## src/rtl/fractal_sync_1d_rf_req_ctrl_if.sv

```systemverilog
// ----------------------------------------------------------------------------
// fractal_sync_1d_rf_req_ctrl_if
//   Bundles every non-clock/reset signal of the 1D fractal-sync RF request
//   controller. Signal suffixes (_i/_o) are written from the controller's
//   point of view.
//
//   Groups:
//     req_*                 incoming sync request (valid/ready + fields)
//     level_o/id_o/...      RF lookup fields and strobes
//     present_*/..._i       same-cycle RF response
//     up_*                  request forwarded to the parent node
//     down_*                wake-up toward the children
//     err_o                 one-cycle error pulse
//
//   Modports:
//     slave  - the controller
//     master - the environment (requester, RF, parent, children)
// ----------------------------------------------------------------------------
interface fractal_sync_1d_rf_req_ctrl_if #(
    parameter int unsigned LEVEL_WIDTH = 1,
    parameter int unsigned ID_WIDTH    = 1,
    parameter int unsigned SD_WIDTH    = 2
);
    // request handshake
    logic                   req_valid_i;
    logic                   req_ready_o;
    logic [LEVEL_WIDTH-1:0] req_level_i;
    logic [ID_WIDTH-1:0]    req_id_i;
    logic [SD_WIDTH-1:0]    req_sd_i;

    // RF lookup
    logic [LEVEL_WIDTH-1:0] level_o;
    logic [ID_WIDTH-1:0]    id_o;
    logic [SD_WIDTH-1:0]    sd_local_o;
    logic                   check_local_o;
    logic                   check_remote_o;

    // RF response
    logic                   present_local_i;
    logic                   present_remote_i;
    logic                   id_err_i;
    logic                   sig_err_i;
    logic                   bypass_local_i;
    logic                   bypass_remote_i;
    logic                   ignore_local_i;
    logic                   ignore_remote_i;
    logic [SD_WIDTH-1:0]    sd_local_i;

    // toward parent
    logic                   up_valid_o;
    logic                   up_ready_i;
    logic [LEVEL_WIDTH-1:0] up_level_o;
    logic [ID_WIDTH-1:0]    up_id_o;

    // toward children
    logic                   down_valid_o;
    logic                   down_ready_i;
    logic [ID_WIDTH-1:0]    down_id_o;
    logic [SD_WIDTH-1:0]    down_sd_o;

    logic                   err_o;

    modport slave (
        input  req_valid_i, req_level_i, req_id_i, req_sd_i,
        output req_ready_o,
        output level_o, id_o, sd_local_o, check_local_o, check_remote_o,
        input  present_local_i, present_remote_i, id_err_i, sig_err_i,
        input  bypass_local_i, bypass_remote_i, ignore_local_i, ignore_remote_i,
        input  sd_local_i,
        output up_valid_o, up_level_o, up_id_o,
        input  up_ready_i,
        output down_valid_o, down_id_o, down_sd_o,
        input  down_ready_i,
        output err_o
    );

    modport master (
        output req_valid_i, req_level_i, req_id_i, req_sd_i,
        input  req_ready_o,
        input  level_o, id_o, sd_local_o, check_local_o, check_remote_o,
        output present_local_i, present_remote_i, id_err_i, sig_err_i,
        output bypass_local_i, bypass_remote_i, ignore_local_i, ignore_remote_i,
        output sd_local_i,
        input  up_valid_o, up_level_o, up_id_o,
        output up_ready_i,
        input  down_valid_o, down_id_o, down_sd_o,
        output down_ready_i,
        input  err_o
    );
endinterface

```

## src/rtl/fractal_sync_1d_rf_req_ctrl.sv

```systemverilog
// ----------------------------------------------------------------------------
// fractal_sync_1d_rf_req_ctrl
//   Request controller for one node of a 1D fractal-sync tree. Each request
//   (level, id, sd) is checked against the register file for one cycle; the
//   RF response decides whether it is dropped, stored, deferred through a
//   small bypass FIFO, forwarded to the parent (UP) or turned into a wake-up
//   for the children (DOWN). Level 0 requests are LOCAL, all others REMOTE.
//
//   Ports:
//     clk_i  - clock, rising edge
//     rst_i  - asynchronous, active-high reset
//     bus    - fractal_sync_1d_rf_req_ctrl_if.slave (request, RF lookup and
//              response, up/down handshakes, err pulse)
// ----------------------------------------------------------------------------
module fractal_sync_1d_rf_req_ctrl #(
    parameter int unsigned LEVEL_WIDTH = 1,
    parameter int unsigned ID_WIDTH    = 1,
    parameter int unsigned SD_WIDTH    = 2,
    parameter int unsigned FIFO_DEPTH  = 4
) (
    input  logic clk_i,
    input  logic rst_i,
    fractal_sync_1d_rf_req_ctrl_if.slave bus
);

    localparam int unsigned PTR_W = $clog2(FIFO_DEPTH);
    localparam int unsigned CNT_W = PTR_W + 1;

    typedef enum logic [1:0] {
        IDLE  = 2'd0,
        CHECK = 2'd1,
        UP    = 2'd2,
        DOWN  = 2'd3
    } state_e;

    typedef struct packed {
        logic [LEVEL_WIDTH-1:0] level;
        logic [ID_WIDTH-1:0]    id;
        logic [SD_WIDTH-1:0]    sd;
    } req_t;

    state_e state_q, state_d;

    // request register; kind is kept explicitly (1 = REMOTE)
    req_t req_q;
    logic req_remote_q;

    // bypass FIFO
    req_t             fifo_mem [FIFO_DEPTH];
    logic [PTR_W-1:0] wr_ptr_q, rd_ptr_q;
    logic [CNT_W-1:0] fifo_cnt_q;
    logic             fifo_empty;

    // forwarded request / wake-up registers
    logic [LEVEL_WIDTH-1:0] up_level_q;
    logic [ID_WIDTH-1:0]    up_id_q;
    logic [ID_WIDTH-1:0]    down_id_q;
    logic [SD_WIDTH-1:0]    down_sd_q;

    // decode strobes
    logic push, pop, load_req, load_up, load_down;
    logic req_ready, check_local, check_remote, err;

    assign fifo_empty = (fifo_cnt_q == '0);

    // ------------------------------------------------------------------
    // Next state / outputs
    // ------------------------------------------------------------------
    always_comb begin
        state_d      = state_q;
        push         = 1'b0;
        pop          = 1'b0;
        load_req     = 1'b0;
        load_up      = 1'b0;
        load_down    = 1'b0;
        req_ready    = 1'b0;
        check_local  = 1'b0;
        check_remote = 1'b0;
        err          = 1'b0;

        unique case (state_q)
            IDLE: begin
                // deferred requests are re-checked before any new request
                if (!fifo_empty) begin
                    pop     = 1'b1;
                    state_d = CHECK;
                end else begin
                    req_ready = 1'b1;
                    if (bus.req_valid_i) begin
                        load_req = 1'b1;
                        state_d  = CHECK;
                    end
                end
            end

            CHECK: begin
                // CHECK is always entered with at least one free FIFO slot:
                // either the FIFO was empty or this request was just popped.
                state_d = IDLE;
                if (req_remote_q) begin
                    check_remote = 1'b1;
                    if (bus.sig_err_i) begin
                        err = 1'b1;
                    end else if (bus.ignore_remote_i) begin
                        // dropped
                    end else if (bus.bypass_remote_i) begin
                        push = 1'b1;
                    end else if (!bus.present_remote_i) begin
                        load_up = 1'b1;
                        state_d = UP;
                    end
                end else begin
                    check_local = 1'b1;
                    if (bus.id_err_i) begin
                        err = 1'b1;
                    end else if (bus.ignore_local_i) begin
                        // dropped
                    end else if (bus.bypass_local_i) begin
                        push = 1'b1;
                    end else if (bus.present_local_i) begin
                        load_down = 1'b1;
                        state_d   = DOWN;
                    end
                end
            end

            UP:   if (bus.up_ready_i)   state_d = IDLE;
            DOWN: if (bus.down_ready_i) state_d = IDLE;

            default: state_d = IDLE;
        endcase
    end

    // ------------------------------------------------------------------
    // State register
    // ------------------------------------------------------------------
    always_ff @(posedge clk_i or posedge rst_i) begin
        if (rst_i) state_q <= IDLE;
        else       state_q <= state_d;
    end

    // ------------------------------------------------------------------
    // Request register
    // ------------------------------------------------------------------
    always_ff @(posedge clk_i or posedge rst_i) begin
        if (rst_i) begin
            req_q        <= '0;
            req_remote_q <= 1'b0;
        end else if (load_req) begin
            req_q.level  <= bus.req_level_i;
            req_q.id     <= bus.req_id_i;
            req_q.sd     <= bus.req_sd_i;
            req_remote_q <= |bus.req_level_i;
        end else if (pop) begin
            req_q        <= fifo_mem[rd_ptr_q];
            req_remote_q <= |fifo_mem[rd_ptr_q].level;
        end
    end

    // ------------------------------------------------------------------
    // Bypass FIFO: storage is not reset, only pointers and count.
    // Push (CHECK) and pop (IDLE) are mutually exclusive by state.
    // ------------------------------------------------------------------
    always_ff @(posedge clk_i) begin
        if (push) fifo_mem[wr_ptr_q] <= req_q;
    end

    always_ff @(posedge clk_i or posedge rst_i) begin
        if (rst_i) begin
            wr_ptr_q   <= '0;
            rd_ptr_q   <= '0;
            fifo_cnt_q <= '0;
        end else begin
            if (push) wr_ptr_q <= wr_ptr_q + PTR_W'(1);
            if (pop)  rd_ptr_q <= rd_ptr_q + PTR_W'(1);
            if (push)     fifo_cnt_q <= fifo_cnt_q + CNT_W'(1);
            else if (pop) fifo_cnt_q <= fifo_cnt_q - CNT_W'(1);
        end
    end

    // ------------------------------------------------------------------
    // Up / down payload registers, held stable for the whole handshake
    // ------------------------------------------------------------------
    always_ff @(posedge clk_i or posedge rst_i) begin
        if (rst_i) begin
            up_level_q <= '0;
            up_id_q    <= '0;
            down_id_q  <= '0;
            down_sd_q  <= '0;
        end else begin
            if (load_up) begin
                up_level_q <= req_q.level - LEVEL_WIDTH'(1);
                up_id_q    <= req_q.id;
            end
            if (load_down) begin
                // wake every child that has arrived so far plus the requester
                down_id_q <= req_q.id;
                down_sd_q <= bus.sd_local_i | req_q.sd;
            end
        end
    end

    // ------------------------------------------------------------------
    // Outputs
    // ------------------------------------------------------------------
    assign bus.req_ready_o    = req_ready;
    assign bus.level_o        = req_q.level;
    assign bus.id_o           = req_q.id;
    assign bus.sd_local_o     = req_q.sd;
    assign bus.check_local_o  = check_local;
    assign bus.check_remote_o = check_remote;
    assign bus.up_valid_o     = (state_q == UP);
    assign bus.up_level_o     = up_level_q;
    assign bus.up_id_o        = up_id_q;
    assign bus.down_valid_o   = (state_q == DOWN);
    assign bus.down_id_o      = down_id_q;
    assign bus.down_sd_o      = down_sd_q;
    assign bus.err_o          = err;

endmodule

```

## src/flat_wrapper.sv

```systemverilog
// flat-port wrapper written by rule: the top's interface ports become plain ports
module fractal_sync_1d_rf_req_ctrl_flat 
#(
    parameter int unsigned LEVEL_WIDTH = 1,
    parameter int unsigned ID_WIDTH    = 1,
    parameter int unsigned SD_WIDTH    = 2,
    parameter int unsigned FIFO_DEPTH  = 4
)
  (clk_i, rst_i, bus_req_valid_i, bus_req_level_i, bus_req_id_i, bus_req_sd_i, bus_req_ready_o, bus_level_o, bus_id_o, bus_sd_local_o, bus_check_local_o, bus_check_remote_o, bus_present_local_i, bus_present_remote_i, bus_id_err_i, bus_sig_err_i, bus_bypass_local_i, bus_bypass_remote_i, bus_ignore_local_i, bus_ignore_remote_i, bus_sd_local_i, bus_up_valid_o, bus_up_level_o, bus_up_id_o, bus_up_ready_i, bus_down_valid_o, bus_down_id_o, bus_down_sd_o, bus_down_ready_i, bus_err_o);
  fractal_sync_1d_rf_req_ctrl_if #(.LEVEL_WIDTH(LEVEL_WIDTH), .ID_WIDTH(ID_WIDTH), .SD_WIDTH(SD_WIDTH)) bus_i ();
  input  logic clk_i;
  input  logic rst_i;
  input wire logic [$bits(bus_i.req_valid_i)-1:0] bus_req_valid_i;
  input wire logic [$bits(bus_i.req_level_i)-1:0] bus_req_level_i;
  input wire logic [$bits(bus_i.req_id_i)-1:0] bus_req_id_i;
  input wire logic [$bits(bus_i.req_sd_i)-1:0] bus_req_sd_i;
  output wire logic [$bits(bus_i.req_ready_o)-1:0] bus_req_ready_o;
  output wire logic [$bits(bus_i.level_o)-1:0] bus_level_o;
  output wire logic [$bits(bus_i.id_o)-1:0] bus_id_o;
  output wire logic [$bits(bus_i.sd_local_o)-1:0] bus_sd_local_o;
  output wire logic [$bits(bus_i.check_local_o)-1:0] bus_check_local_o;
  output wire logic [$bits(bus_i.check_remote_o)-1:0] bus_check_remote_o;
  input wire logic [$bits(bus_i.present_local_i)-1:0] bus_present_local_i;
  input wire logic [$bits(bus_i.present_remote_i)-1:0] bus_present_remote_i;
  input wire logic [$bits(bus_i.id_err_i)-1:0] bus_id_err_i;
  input wire logic [$bits(bus_i.sig_err_i)-1:0] bus_sig_err_i;
  input wire logic [$bits(bus_i.bypass_local_i)-1:0] bus_bypass_local_i;
  input wire logic [$bits(bus_i.bypass_remote_i)-1:0] bus_bypass_remote_i;
  input wire logic [$bits(bus_i.ignore_local_i)-1:0] bus_ignore_local_i;
  input wire logic [$bits(bus_i.ignore_remote_i)-1:0] bus_ignore_remote_i;
  input wire logic [$bits(bus_i.sd_local_i)-1:0] bus_sd_local_i;
  output wire logic [$bits(bus_i.up_valid_o)-1:0] bus_up_valid_o;
  output wire logic [$bits(bus_i.up_level_o)-1:0] bus_up_level_o;
  output wire logic [$bits(bus_i.up_id_o)-1:0] bus_up_id_o;
  input wire logic [$bits(bus_i.up_ready_i)-1:0] bus_up_ready_i;
  output wire logic [$bits(bus_i.down_valid_o)-1:0] bus_down_valid_o;
  output wire logic [$bits(bus_i.down_id_o)-1:0] bus_down_id_o;
  output wire logic [$bits(bus_i.down_sd_o)-1:0] bus_down_sd_o;
  input wire logic [$bits(bus_i.down_ready_i)-1:0] bus_down_ready_i;
  output wire logic [$bits(bus_i.err_o)-1:0] bus_err_o;
  assign bus_i.req_valid_i = bus_req_valid_i;
  assign bus_i.req_level_i = bus_req_level_i;
  assign bus_i.req_id_i = bus_req_id_i;
  assign bus_i.req_sd_i = bus_req_sd_i;
  assign bus_req_ready_o = bus_i.req_ready_o;
  assign bus_level_o = bus_i.level_o;
  assign bus_id_o = bus_i.id_o;
  assign bus_sd_local_o = bus_i.sd_local_o;
  assign bus_check_local_o = bus_i.check_local_o;
  assign bus_check_remote_o = bus_i.check_remote_o;
  assign bus_i.present_local_i = bus_present_local_i;
  assign bus_i.present_remote_i = bus_present_remote_i;
  assign bus_i.id_err_i = bus_id_err_i;
  assign bus_i.sig_err_i = bus_sig_err_i;
  assign bus_i.bypass_local_i = bus_bypass_local_i;
  assign bus_i.bypass_remote_i = bus_bypass_remote_i;
  assign bus_i.ignore_local_i = bus_ignore_local_i;
  assign bus_i.ignore_remote_i = bus_ignore_remote_i;
  assign bus_i.sd_local_i = bus_sd_local_i;
  assign bus_up_valid_o = bus_i.up_valid_o;
  assign bus_up_level_o = bus_i.up_level_o;
  assign bus_up_id_o = bus_i.up_id_o;
  assign bus_i.up_ready_i = bus_up_ready_i;
  assign bus_down_valid_o = bus_i.down_valid_o;
  assign bus_down_id_o = bus_i.down_id_o;
  assign bus_down_sd_o = bus_i.down_sd_o;
  assign bus_i.down_ready_i = bus_down_ready_i;
  assign bus_err_o = bus_i.err_o;
  fractal_sync_1d_rf_req_ctrl #(.LEVEL_WIDTH(LEVEL_WIDTH), .ID_WIDTH(ID_WIDTH), .SD_WIDTH(SD_WIDTH), .FIFO_DEPTH(FIFO_DEPTH)) u_core (.clk_i(clk_i), .rst_i(rst_i), .bus(bus_i));
endmodule
```

## config.mk

```make
export PLATFORM = sky130hd
export DESIGN_NAME = fractal_sync_1d_rf_req_ctrl_flat
export DESIGN_NICKNAME = d
export VERILOG_FILES = /design/src/rtl/fractal_sync_1d_rf_req_ctrl_if.sv /design/src/rtl/fractal_sync_1d_rf_req_ctrl.sv /design/src/flat_wrapper.sv
export SDC_FILE = /design/constraint.sdc
export NUM_CORES = 1
export LEC_CHECK = 0
export ABC_CLOCK_PERIOD_IN_PS = 3200
export BUFFER_PORTS_ARGS = -buffer_cell sky130_fd_sc_hd__buf_4
export CAP_MARGIN = 20
export CORE_MARGIN = 4
export CORE_UTILIZATION = 45
export DETAILED_ROUTE_END_ITERATION = 8
export PLACE_DENSITY = 0.74
export REMOVE_ABC_BUFFERS = 1
export SYNTH_ARGS = -nofsm -noshare
export SYNTH_HDL_FRONTEND = slang
export SYNTH_SLANG_ARGS = --single-unit
```

## constraint.sdc

```tcl
create_clock -name clk_i -period 3.2 [get_ports clk_i]
set_input_delay 0.96 -clock clk_i [delete_from_list [all_inputs] [get_ports clk_i]]
set_output_delay 0.96 -clock clk_i [all_outputs]
set_load 0.05 [all_outputs]
```

======== After elaboration in Yosys (flattened, before gate mapping) ========
Memory sizes are Yosys's and may differ from the RTL's.
Index checks and enable logic that the tools add are counted.
operators by class
  $add $sub $neg .......................... 5
  $mul .................................... 0
  divide/modulo/power cells ............... 0
  $lt $le $gt $ge ......................... 0
  eq/ne operators ......................... 6
  shift-type cells ........................ 0
  muxes and demuxes ....................... 57
  bitwise gates (word level) .............. 1
  reductions and logical operators ........ 5
operators by type and width
  kind                   number
  $mux W1                39
  $mux W2                13
  $mux W4                2
  $pmux W2 S4            1
  $mux W3                2
  $add A2 B1 Y2 const B  2
  $eq A2 B2 Y1 const B   2
  $ne A2 B1 Y1 const B   2
  $reduce_bool A2 Y1     2
  $add A3 B1 Y3 const B  1
  $logic_not A3 Y1       1
  $ne A3 B3 Y1 const B   1
  $reduce_and A3 Y1      1
  $sub A3 B1 Y3 const B  1
  $eq A2 B1 Y1 const B   1
  $logic_not A2 Y1       1
  $or A2 B2 Y2           1
  $sub A1 B1 Y1 const B  1
word-level totals
  register bits after elaboration ......... 19
  bits in latches ......................... 0
  bits in writable memories ............... 16
  bits in read-only memories .............. 0
  memories kept ........................... 1
memory list
  memory           words  width  read ports  clocked after memory_dff  write ports  RTL line                           text
  u_core.fifo_mem  4      4      1           0                         1            fractal_sync_1d_rf_req_ctrl.sv:49  req_t fifo_mem [FIFO_DEPTH];

======== Depth between registers and ports, before layout ========
Gate-level depths: netlist of the first run.
  depth in word-level cells ............... 7
  gate-level depth with buffers ........... 9

======== Least setup slack after synthesis of the first run ========
No wires, ideal clock.
  path kind ............................... reg-to-output
  start ................................... register, netlist name u_core.bus.level_o
  end ..................................... output port bus_err_o
  arrival time ............................ 1.705 ns
  required time ........................... 2.240 ns
  path slack .............................. 0.535 ns
  stages on the path, launching flop included .. 3
  buffers on the path ..................... 0
  cells stage by stage .................... dfrtp_1 -> nor3b_4 -> a22o_2
RTL lines
  what           RTL line            text
  end, declared  flat_wrapper.sv:40  output wire logic [$bits(bus_i.err_o)-1:0] bus_err_o;

======== Final worst setup path of the first run ========
  start ................................... register u_core.state_q[0]
  end ..................................... output port bus_err_o
between the ends
  cells in the longest elaborated chain, start to end .. 2
RTL lines
  what                    RTL line                            text
  start, declared         fractal_sync_1d_rf_req_ctrl.sv:42   state_e state_q, state_d;
  start signal, assigned  fractal_sync_1d_rf_req_ctrl.sv:139  else state_q <= state_d;
  $eq A2 B1 Y1            fractal_sync_1d_rf_req_ctrl.sv:81   unique case (state_q)
  $mux W1                 fractal_sync_1d_rf_req_ctrl.sv:81
No other way between the ends.

==> results of run 1 <==
[worst min path at each step]
| stage | startpoint | to | slack, ns | cells past startpoint |
|---|---|---|---|---|
| 2_1_floorplan | u_core.fifo_cnt_q[2]$_DFFE_PP0P_ | u_core.fifo_cnt_q[2]$_DFFE_PP0P_ | 0.47 | 1 |
| 3_3_place_gp | u_core.bus.down_sd_o[0]$_DFFE_PP0P_ | u_core.bus.down_sd_o[0]$_DFFE_PP0P_ | 0.47 | 2 |
| 3_5_place_dp | u_core.bus.down_sd_o[0]$_DFFE_PP0P_ | u_core.bus.down_sd_o[0]$_DFFE_PP0P_ | 0.48 | 2 |
| 4_1_cts | u_core.bus.down_sd_o[0]$_DFFE_PP0P_ | u_core.bus.down_sd_o[0]$_DFFE_PP0P_ | 0.51 | 2 |
| 5_1_grt | u_core.bus.up_level_o$_DFFE_PP0P_ | u_core.bus.up_level_o$_DFFE_PP0P_ | 0.53 | 1 |
| 6_report | u_core.bus.down_sd_o[0]$_DFFE_PP0P_ | u_core.bus.down_sd_o[0]$_DFFE_PP0P_ | 0.50 | 2 |
[power breakdown]
part / switching, W / total [W] / internal [W]
Combinational: 0.000519 / 0.000862 / 0.000343
Sequential: 0.000168 / 0.000776 / 0.000608
Clock: 0.000148 / 0.000254 / 0.000106
Total: 0.000836 / 0.00189 / 0.00106
[logic make-up (layout without fill, tap and decap cells)]
kind of cell | count (synthesis) | in the layout
AND/OR/NAND/NOR | 46 | 46
flip-flops | 34 | 34
buffers and inverters | 7 | 46
AO/OA/AOI/OAI | 11 | 11
multiplexers | 9 | 9
adder cells (fa/ha/maj) | 5 | 5
XOR/XNOR | 5 | 5
[registers in the layout, summed over array words and instances, names as in the netlist]
signal,cells
u_core.bus.down_id_o,1
u_core.bus.down_sd_o,2
u_core.bus.id_o,1
u_core.bus.level_o,1
u_core.bus.sd_local_o,2
u_core.bus.up_id_o,1
u_core.bus.up_level_o,1
u_core.fifo_cnt_q,3
u_core.fifo_mem,16
u_core.rd_ptr_q,2
u_core.state_q,2
u_core.wr_ptr_q,2
[Yosys cell counts]
library cell	instances	share of area [%]
sky130_fd_sc_hd__dfrtp_1	18	29
sky130_fd_sc_hd__edfxtp_1	16	31
sky130_fd_sc_hd__nand2_1	12	2.9
sky130_fd_sc_hd__nor2_1	9	2.2
sky130_fd_sc_hd__a31oi_1	6	2.4
sky130_fd_sc_hd__and2_1	6	2.4
sky130_fd_sc_hd__inv_1	5	1.2
sky130_fd_sc_hd__ha_1	4	3.2
sky130_fd_sc_hd__mux4_2	4	5.7
sky130_fd_sc_hd__nand3_1	4	1.3
sky130_fd_sc_hd__xnor2_1	3	1.7
sky130_fd_sc_hd__a21oi_1	2	0.64
sky130_fd_sc_hd__mux2_1	2	1.4
sky130_fd_sc_hd__nand3_2	2	1.3
sky130_fd_sc_hd__nor3_1	2	0.64
sky130_fd_sc_hd__o21ai_0	2	0.64
sky130_fd_sc_hd__xor2_1	2	1.1
sky130_fd_sc_hd__a22o_2	1	0.64
sky130_fd_sc_hd__and2_2	1	0.48
sky130_fd_sc_hd__and2b_2	1	0.56
sky130_fd_sc_hd__buf_2	1	0.32
sky130_fd_sc_hd__buf_6	1	0.72
sky130_fd_sc_hd__fa_1	1	1.3
sky130_fd_sc_hd__mux2_2	1	0.72
sky130_fd_sc_hd__mux2_4	1	0.96
sky130_fd_sc_hd__mux2i_1	1	0.64
sky130_fd_sc_hd__nand2_2	1	0.40
sky130_fd_sc_hd__nand2_4	1	0.72
sky130_fd_sc_hd__nand3b_1	1	0.48
sky130_fd_sc_hd__nand4b_2	1	0.96
sky130_fd_sc_hd__nor2_2	1	0.40
sky130_fd_sc_hd__nor2b_1	1	0.40
sky130_fd_sc_hd__nor3b_1	1	0.48
sky130_fd_sc_hd__nor3b_4	1	1.2
sky130_fd_sc_hd__or3_4	1	0.72
[worst min-delay path, delay by kind of cell (launching register included)]
family           cells  cell delay, ns
AO/OA/AOI/OAI        1            0.06
flip-flops           1            0.37
AND/OR/NAND/NOR      1            0.05
[metrics by stage]
step	setup slack, ns	area, µm²	hold slack, ns
6_report	0.647	1920	0.504
4_1_cts	0.640	1920	0.506
2_1_floorplan	0.535	1550	0.465
3_3_place_gp	0.584	1860	0.469
3_5_place_dp	0.541	1860	0.481
5_1_grt	0.568	1920	0.529
[per-layer routing]
layer | global-route usage, % | up-vias | share of wire (%)
met5 | 0 | - | 0
met4 | 8.35 | 0 | 2.2
met3 | 4.05 | 8 | 2.8
met2 | 25.2 | 10 | 53
met1 | 19.9 | 512 | 42
li1 | - | 496 | -
[area by class of cell]
| class | instances | area (µm²) | area share (%) |
|---|---|---|---|
| Sequential cell | 34 | 931 | 48.4 |
| Multi-Input combinational cell | 76 | 603 | 31.4 |
| Timing Repair Buffer | 33 | 248 | 12.9 |
| Tap cell | 46 | 57.6 | 2.99 |
| Clock buffer | 6 | 51.3 | 2.67 |
| Inverter | 5 | 18.8 | 0.977 |
| Clock inverter | 2 | 12.5 | 0.651 |
==> metrics.cfg, run 1 <==
[timing]
setup_repair_after_global_routing_missed_its_margin=no
worst_pin_slew_ns=0.695
finalHoldViolations=0
post-route-min-period_ns=2.55
maxSlewViolCount=0
totalNegativeSetupSlack_ns=0
post-route-period-util_pct=79.8
finClkSkew_ns=0.00829
final-setup-viol-count=0
max_freq_mhz=392
worst_slew_margin_rel_pct=53.6

[routing]
firstDrtPassIters=4
post_route_antenna_net_violation_count=0
route.detailed.vias_per_inst=5.08
routed_wirelength_mm=3.15
drc_errors=0
detailroute.via_count=1026
avgRoutedWirePerCell_um=15.6
iteration_0_drc_markers=73

[synthesis]
synth_simple_gate_area_share_pct=17.4
fraction_of_the_yosys_area_taken_by_sequential_cells_pct=59.3
main_combinational_cell_family_by_area_after_synthesis=simple AND/OR/NAND/NOR gates
syn-instance-count=117
yosys.area_share.xor_xnor_pct=2.79
synth.cell_area_um2=1570
synthesis.area_per_instance_um2=13.4
ys_warnings=0
synthAdderAreaFrac_pct=4.47
ys_ff_latch=34
synthMuxAreaShare_pct=9.49
complex_gate_fraction_of_the_synthesized_area_pct=4.31
synth_cell_types=35

[final_layout]
finish.net_count=179
final_common_cell=sky130_fd_sc_hd__buf_4
postLayoutCoreUtil_pct=57.1
share_of_cells_above_drive_strength_1_pct=37.2
antennaDiodeCount=0
most-common-layout-cells=sky130_fd_sc_hd__buf_4 (33), sky130_fd_sc_hd__dfrtp_1 (18), sky130_fd_sc_hd__edfxtp_1 (16)
area_growth_pct=22.5
fill_cells=301
instances_no_fill=202

[clocking]
number_of_cells_upsized_or_downsized_after_cts=0
cts.path.max_buffers=2
worst_skew_pair.late_latency_ns=0.34
cts.root.buffer_cell=sky130_fd_sc_hd__clkbuf_4
tritoncts=done
cts_hold_repair.buffers=0
h-tree-depth=2
clock_sinks=34
postCtsSetupBuffers=0
cts-buffers-inserted=5
clk_transition_reported_paths_ns=0.10

[worst_setup_path]
crit_buf_inv=1
critical_path_peak_fanout=8
r2r_cells=8
r2r_end=u_core.fifo_cnt_q[2]$_DFFE_PP0P_
critical_path_class=reg2out
worstPathCellList=nor2b_1, and2_1, a22o_2, buf_4
cp_slowest_stage_delay_ns=0.48
critical_path.reg2reg.startpoint=u_core.bus.level_o$_DFFE_PP0P_
worstPathArrival_ns=1.59
startpoint_type=flip-flop
timing.reg2reg.setup_slack_ns=1.01
worst_setup_path_end_kind=output pin
dominant_delay_contributor_by_cell_family_on_the_critical_path=flip-flops
crit_slowest_cell=sky130_fd_sc_hd__dfrtp_1
crit_path_end=bus_err_o
startpoint=u_core.state_q[0]$_DFFE_PP0P_
crit_cells=4
required_ns=2.24

[floorplanning]
pin_count=34
initial_utilization_pct=46.7
placeableCoreArea_um2=3360
die_area_um2=4500
die_height_um=67.1
row_count=21
die_w_um=67.1

[grt]
groute.usage.overall_pct=15.9
grt_pass1_vias=1021
grt_start_max_net_pins=19
grt_antenna_before_repair=0
grt_pass1_wl_mm=5.01
globalRouteOverflowTotal=0

[placed_design]
routabilityCongestion=0.807
place.detailed.instances=194
dpl.hpwl_mm=2.49
port_buffers=33

[job]
maxCapViolCount=0

[power]
ir_drop_uv=467
static-leakage-power_nw=0.843
power-per-cell-area_nw_per_um2=985
design_power_total_w=0.00189

[hold_path]
worstHoldPathType=reg2reg

[run_status]
status=completed

Note: power is estimated with default switching activity, not from simulation.
==> inputs of run 2 (changes only) <==
--- a/config.mk
+++ b/config.mk
@@ -5,13 +5,13 @@
 export SDC_FILE = /design/constraint.sdc
 export NUM_CORES = 1
 export LEC_CHECK = 0
-export ABC_CLOCK_PERIOD_IN_PS = 3200
+export ABC_CLOCK_PERIOD_IN_PS = 2050
 export BUFFER_PORTS_ARGS = -buffer_cell sky130_fd_sc_hd__buf_4
 export CAP_MARGIN = 20
 export CORE_MARGIN = 4
 export CORE_UTILIZATION = 45
 export DETAILED_ROUTE_END_ITERATION = 8
-export PLACE_DENSITY = 0.74
+export PLACE_DENSITY = 0.77
 export REMOVE_ABC_BUFFERS = 1
 export SYNTH_ARGS = -nofsm -noshare
 export SYNTH_HDL_FRONTEND = slang
==> constraint.sdc (replaced) <==
create_clock -name clk_i -period 2.05 [get_ports clk_i]
set_input_delay 0.615 -clock clk_i [delete_from_list [all_inputs] [get_ports clk_i]]
set_output_delay 0.615 -clock clk_i [all_outputs]
set_load 0.05 [all_outputs]
==> metrics.cfg, run 2 (synthesis gave the netlist of run 1 again) <==
[run_status]
status=finished, violations left
failed_checks=negative setup slack

[worst_setup_path]
r2r_cells=7  ; -1
startpoint_type=flip-flop
required_ns=1.43  ; -0.81 ns
critical_path.reg2reg.startpoint=u_core.state_q[1]$_DFFE_PP0P_
r2r_end=u_core.fifo_cnt_q[1]$_DFFE_PP0P_
timing.reg2reg.setup_slack_ns=0.06  ; -0.95 ns
worst_setup_path_end_kind=output pin
critical_path_class=reg2out
critical_path_peak_fanout=4  ; -4
worstPathArrival_ns=1.44  ; -0.15 ns
startpoint=u_core.state_q[1]$_DFFE_PP0P_
crit_path_end=bus_err_o

[final_layout]
most-common-layout-cells=sky130_fd_sc_hd__buf_4 (49), sky130_fd_sc_hd__dfrtp_1 (16), sky130_fd_sc_hd__edfxtp_1 (16)
layout_top_registers=u_core.fifo_mem: 16 flops, u_core.fifo_cnt_q: 3 flops
postLayoutCoreUtil_pct=62.9  ; +5.7 points
area_growth_pct=34.8
flip_flop_count_of_the_largest_register_after_layout=16  ; unchanged
antennaDiodeCount=0  ; unchanged
final_cell_area_um2=2110  ; +10%
finish.net_count=198  ; +11%
share_of_cells_above_drive_strength_1_pct=48.6  ; +11 points
regMostFlops=u_core.fifo_mem
final_common_cell=sky130_fd_sc_hd__buf_4
instances_no_fill=221  ; +9.4%
fill_cells=275  ; -8.6%

[floorplanning]
row_count=21  ; unchanged
placeableCoreArea_um2=3360  ; unchanged
pin_count=34  ; unchanged
initial_utilization_pct=46.7  ; unchanged
die_height_um=67.1  ; unchanged
die_w_um=67.1  ; unchanged
die_area_um2=4500  ; unchanged

[clocking]
cts-buffers-inserted=5  ; unchanged
cts_hold_repair.buffers=0  ; unchanged
cts.path.max_buffers=2  ; unchanged
h-tree-depth=2  ; unchanged
cts.root.buffer_cell=sky130_fd_sc_hd__clkbuf_4
clock_sinks=34  ; unchanged
worst_skew_pair.late_latency_ns=0.34  ; about the same
clk_transition_reported_paths_ns=0.10  ; about the same
tritoncts=done

[routing]
avgRoutedWirePerCell_um=16.2  ; +3.5%
iteration_0_drc_markers=90  ; +23%
drc_errors=0  ; unchanged
detailroute.via_count=1121  ; +9.3%
routed_wirelength_mm=3.57  ; +13%
post_route_antenna_net_violation_count=0  ; unchanged
firstDrtPassIters=4  ; unchanged
route.detailed.vias_per_inst=5.07  ; -0.13%

[hold_path]
worstHoldPathType=in2async

[timing]
final_critical_path_setup_slack_ns=-0.00996  ; -0.657 ns
post-route-period-util_pct=100
max_freq_mhz=485
final-setup-viol-count=1  ; +1
finalHoldViolations=0  ; unchanged
finClkSkew_ns=0.00935  ; +0.00106 ns
worst_pin_slew_ns=0.705  ; +0.00926 ns
maxSlewViolCount=0  ; unchanged
worst_slew_margin_rel_pct=53.0  ; -0.62 points
setup_repair_after_global_routing_missed_its_margin=yes
totalNegativeSetupSlack_ns=-0.00996  ; -0.00996 ns
post-route-min-period_ns=2.06

[grt]
grt_start_max_net_pins=19  ; unchanged
groute.usage.overall_pct=17.5  ; +1.6 points
grt_antenna_before_repair=0  ; unchanged
globalRouteOverflowTotal=0  ; unchanged
grt_pass1_vias=1178  ; +15%
grt_pass1_wl_mm=5.65  ; +13%

[job]
maxCapViolCount=0  ; unchanged

[placed_design]
dpl.hpwl_mm=2.47  ; -0.50%
port_buffers=33  ; unchanged
setup_slack_after_placement_ns=-0.134  ; -0.675 ns
routabilityCongestion=0.860  ; +6.5%
placed_area_um2=1920  ; +3.2%
place.detailed.instances=202  ; +4.1%

[power]
power-per-cell-area_nw_per_um2=1550  ; +58%
static-leakage-power_nw=0.950  ; +13%
ir_drop_uv=874  ; +87%

run 2: cell types whose count changed in the layout (fill, tap and decap cells not counted), moves of 2 or more:
cell,delta
sky130_fd_sc_hd__buf_4,+16
sky130_fd_sc_hd__buf_8,+2
sky130_fd_sc_hd__dfrtp_1,-2
sky130_fd_sc_hd__dfrtp_2,+2
sky130_fd_sc_hd__nor2_4,+2
run 2: worst min-delay path by stage:
| stage | from | slack (ns) | to |
|---|---|---|---|
| after global routing | rst_i | 0.43 | u_core.fifo_cnt_q[2]$_DFFE_PP0P_ |
| final | rst_i | 0.38 | u_core.fifo_cnt_q[2]$_DFFE_PP0P_ |
| after global placement | u_core.bus.down_sd_o[1]$_DFFE_PP0P_ | 0.47 | u_core.bus.down_sd_o[1]$_DFFE_PP0P_ |
| after CTS | rst_i | 0.40 | u_core.rd_ptr_q[1]$_DFFE_PP0P_ |
| after floorplan | u_core.fifo_cnt_q[2]$_DFFE_PP0P_ | 0.47 | u_core.fifo_cnt_q[2]$_DFFE_PP0P_ |
| after detailed placement | u_core.bus.up_level_o$_DFFE_PP0P_ | 0.48 | u_core.bus.up_level_o$_DFFE_PP0P_ |
run 2: worst max-delay path, stage by stage (launching register included):
cell                      delay, ns
sky130_fd_sc_hd__dfrtp_2       0.47
sky130_fd_sc_hd__nor3b_4       0.23
sky130_fd_sc_hd__buf_6         0.14
sky130_fd_sc_hd__a22o_4        0.13
sky130_fd_sc_hd__buf_8         0.14
run 2: layout make-up:
class	count	area, µm²	area share (%)
flip-flops and latches	34	933	44.1
multi-input cells	76	644	30.5
repair buffers	52	409	19.3
well taps	46	57.6	2.72
clock buffers	6	41.3	1.95
inverters	5	18.8	0.888
clock inverters	2	10.0	0.473
run 2: repair_timing:
action,4_1_cts,5_1_grt
pin swaps,3,3
resized for setup,12,6
gates cloned,0,0
setup buffers,8,3
endpoints found under the setup margin,3,5
run 2: per-stage QoR:
stage	hold slack [ns]	total power (W)
4_1_cts	0.401	0.00319
2_1_floorplan	0.465	0.00217
3_3_place_gp	0.468	0.00260
5_1_grt	0.425	0.00349
3_5_place_dp	0.484	0.00267
6_report	0.380	0.00328
run 2: where the power goes:
| part | internal, W | switching (W) | total (W) | leakage, nW |
|---|---|---|---|---|
| sequential | 0.000953 | 0.000209 | 0.00116 | 0.363 |
| combinational | 0.000778 | 0.000993 | 0.00177 | 0.555 |
| clock | 0.000130 | 0.000221 | 0.000352 | 0.0320 |
run 2: routing by layer:
layer	vias up	GRT usage, %	part of all wire, %
met4	0	7.59	1.6
met1	552	21.6	41
met5	-	0	0
met3	7	4.55	4.2
li1	535	-	-
met2	27	28.7	53
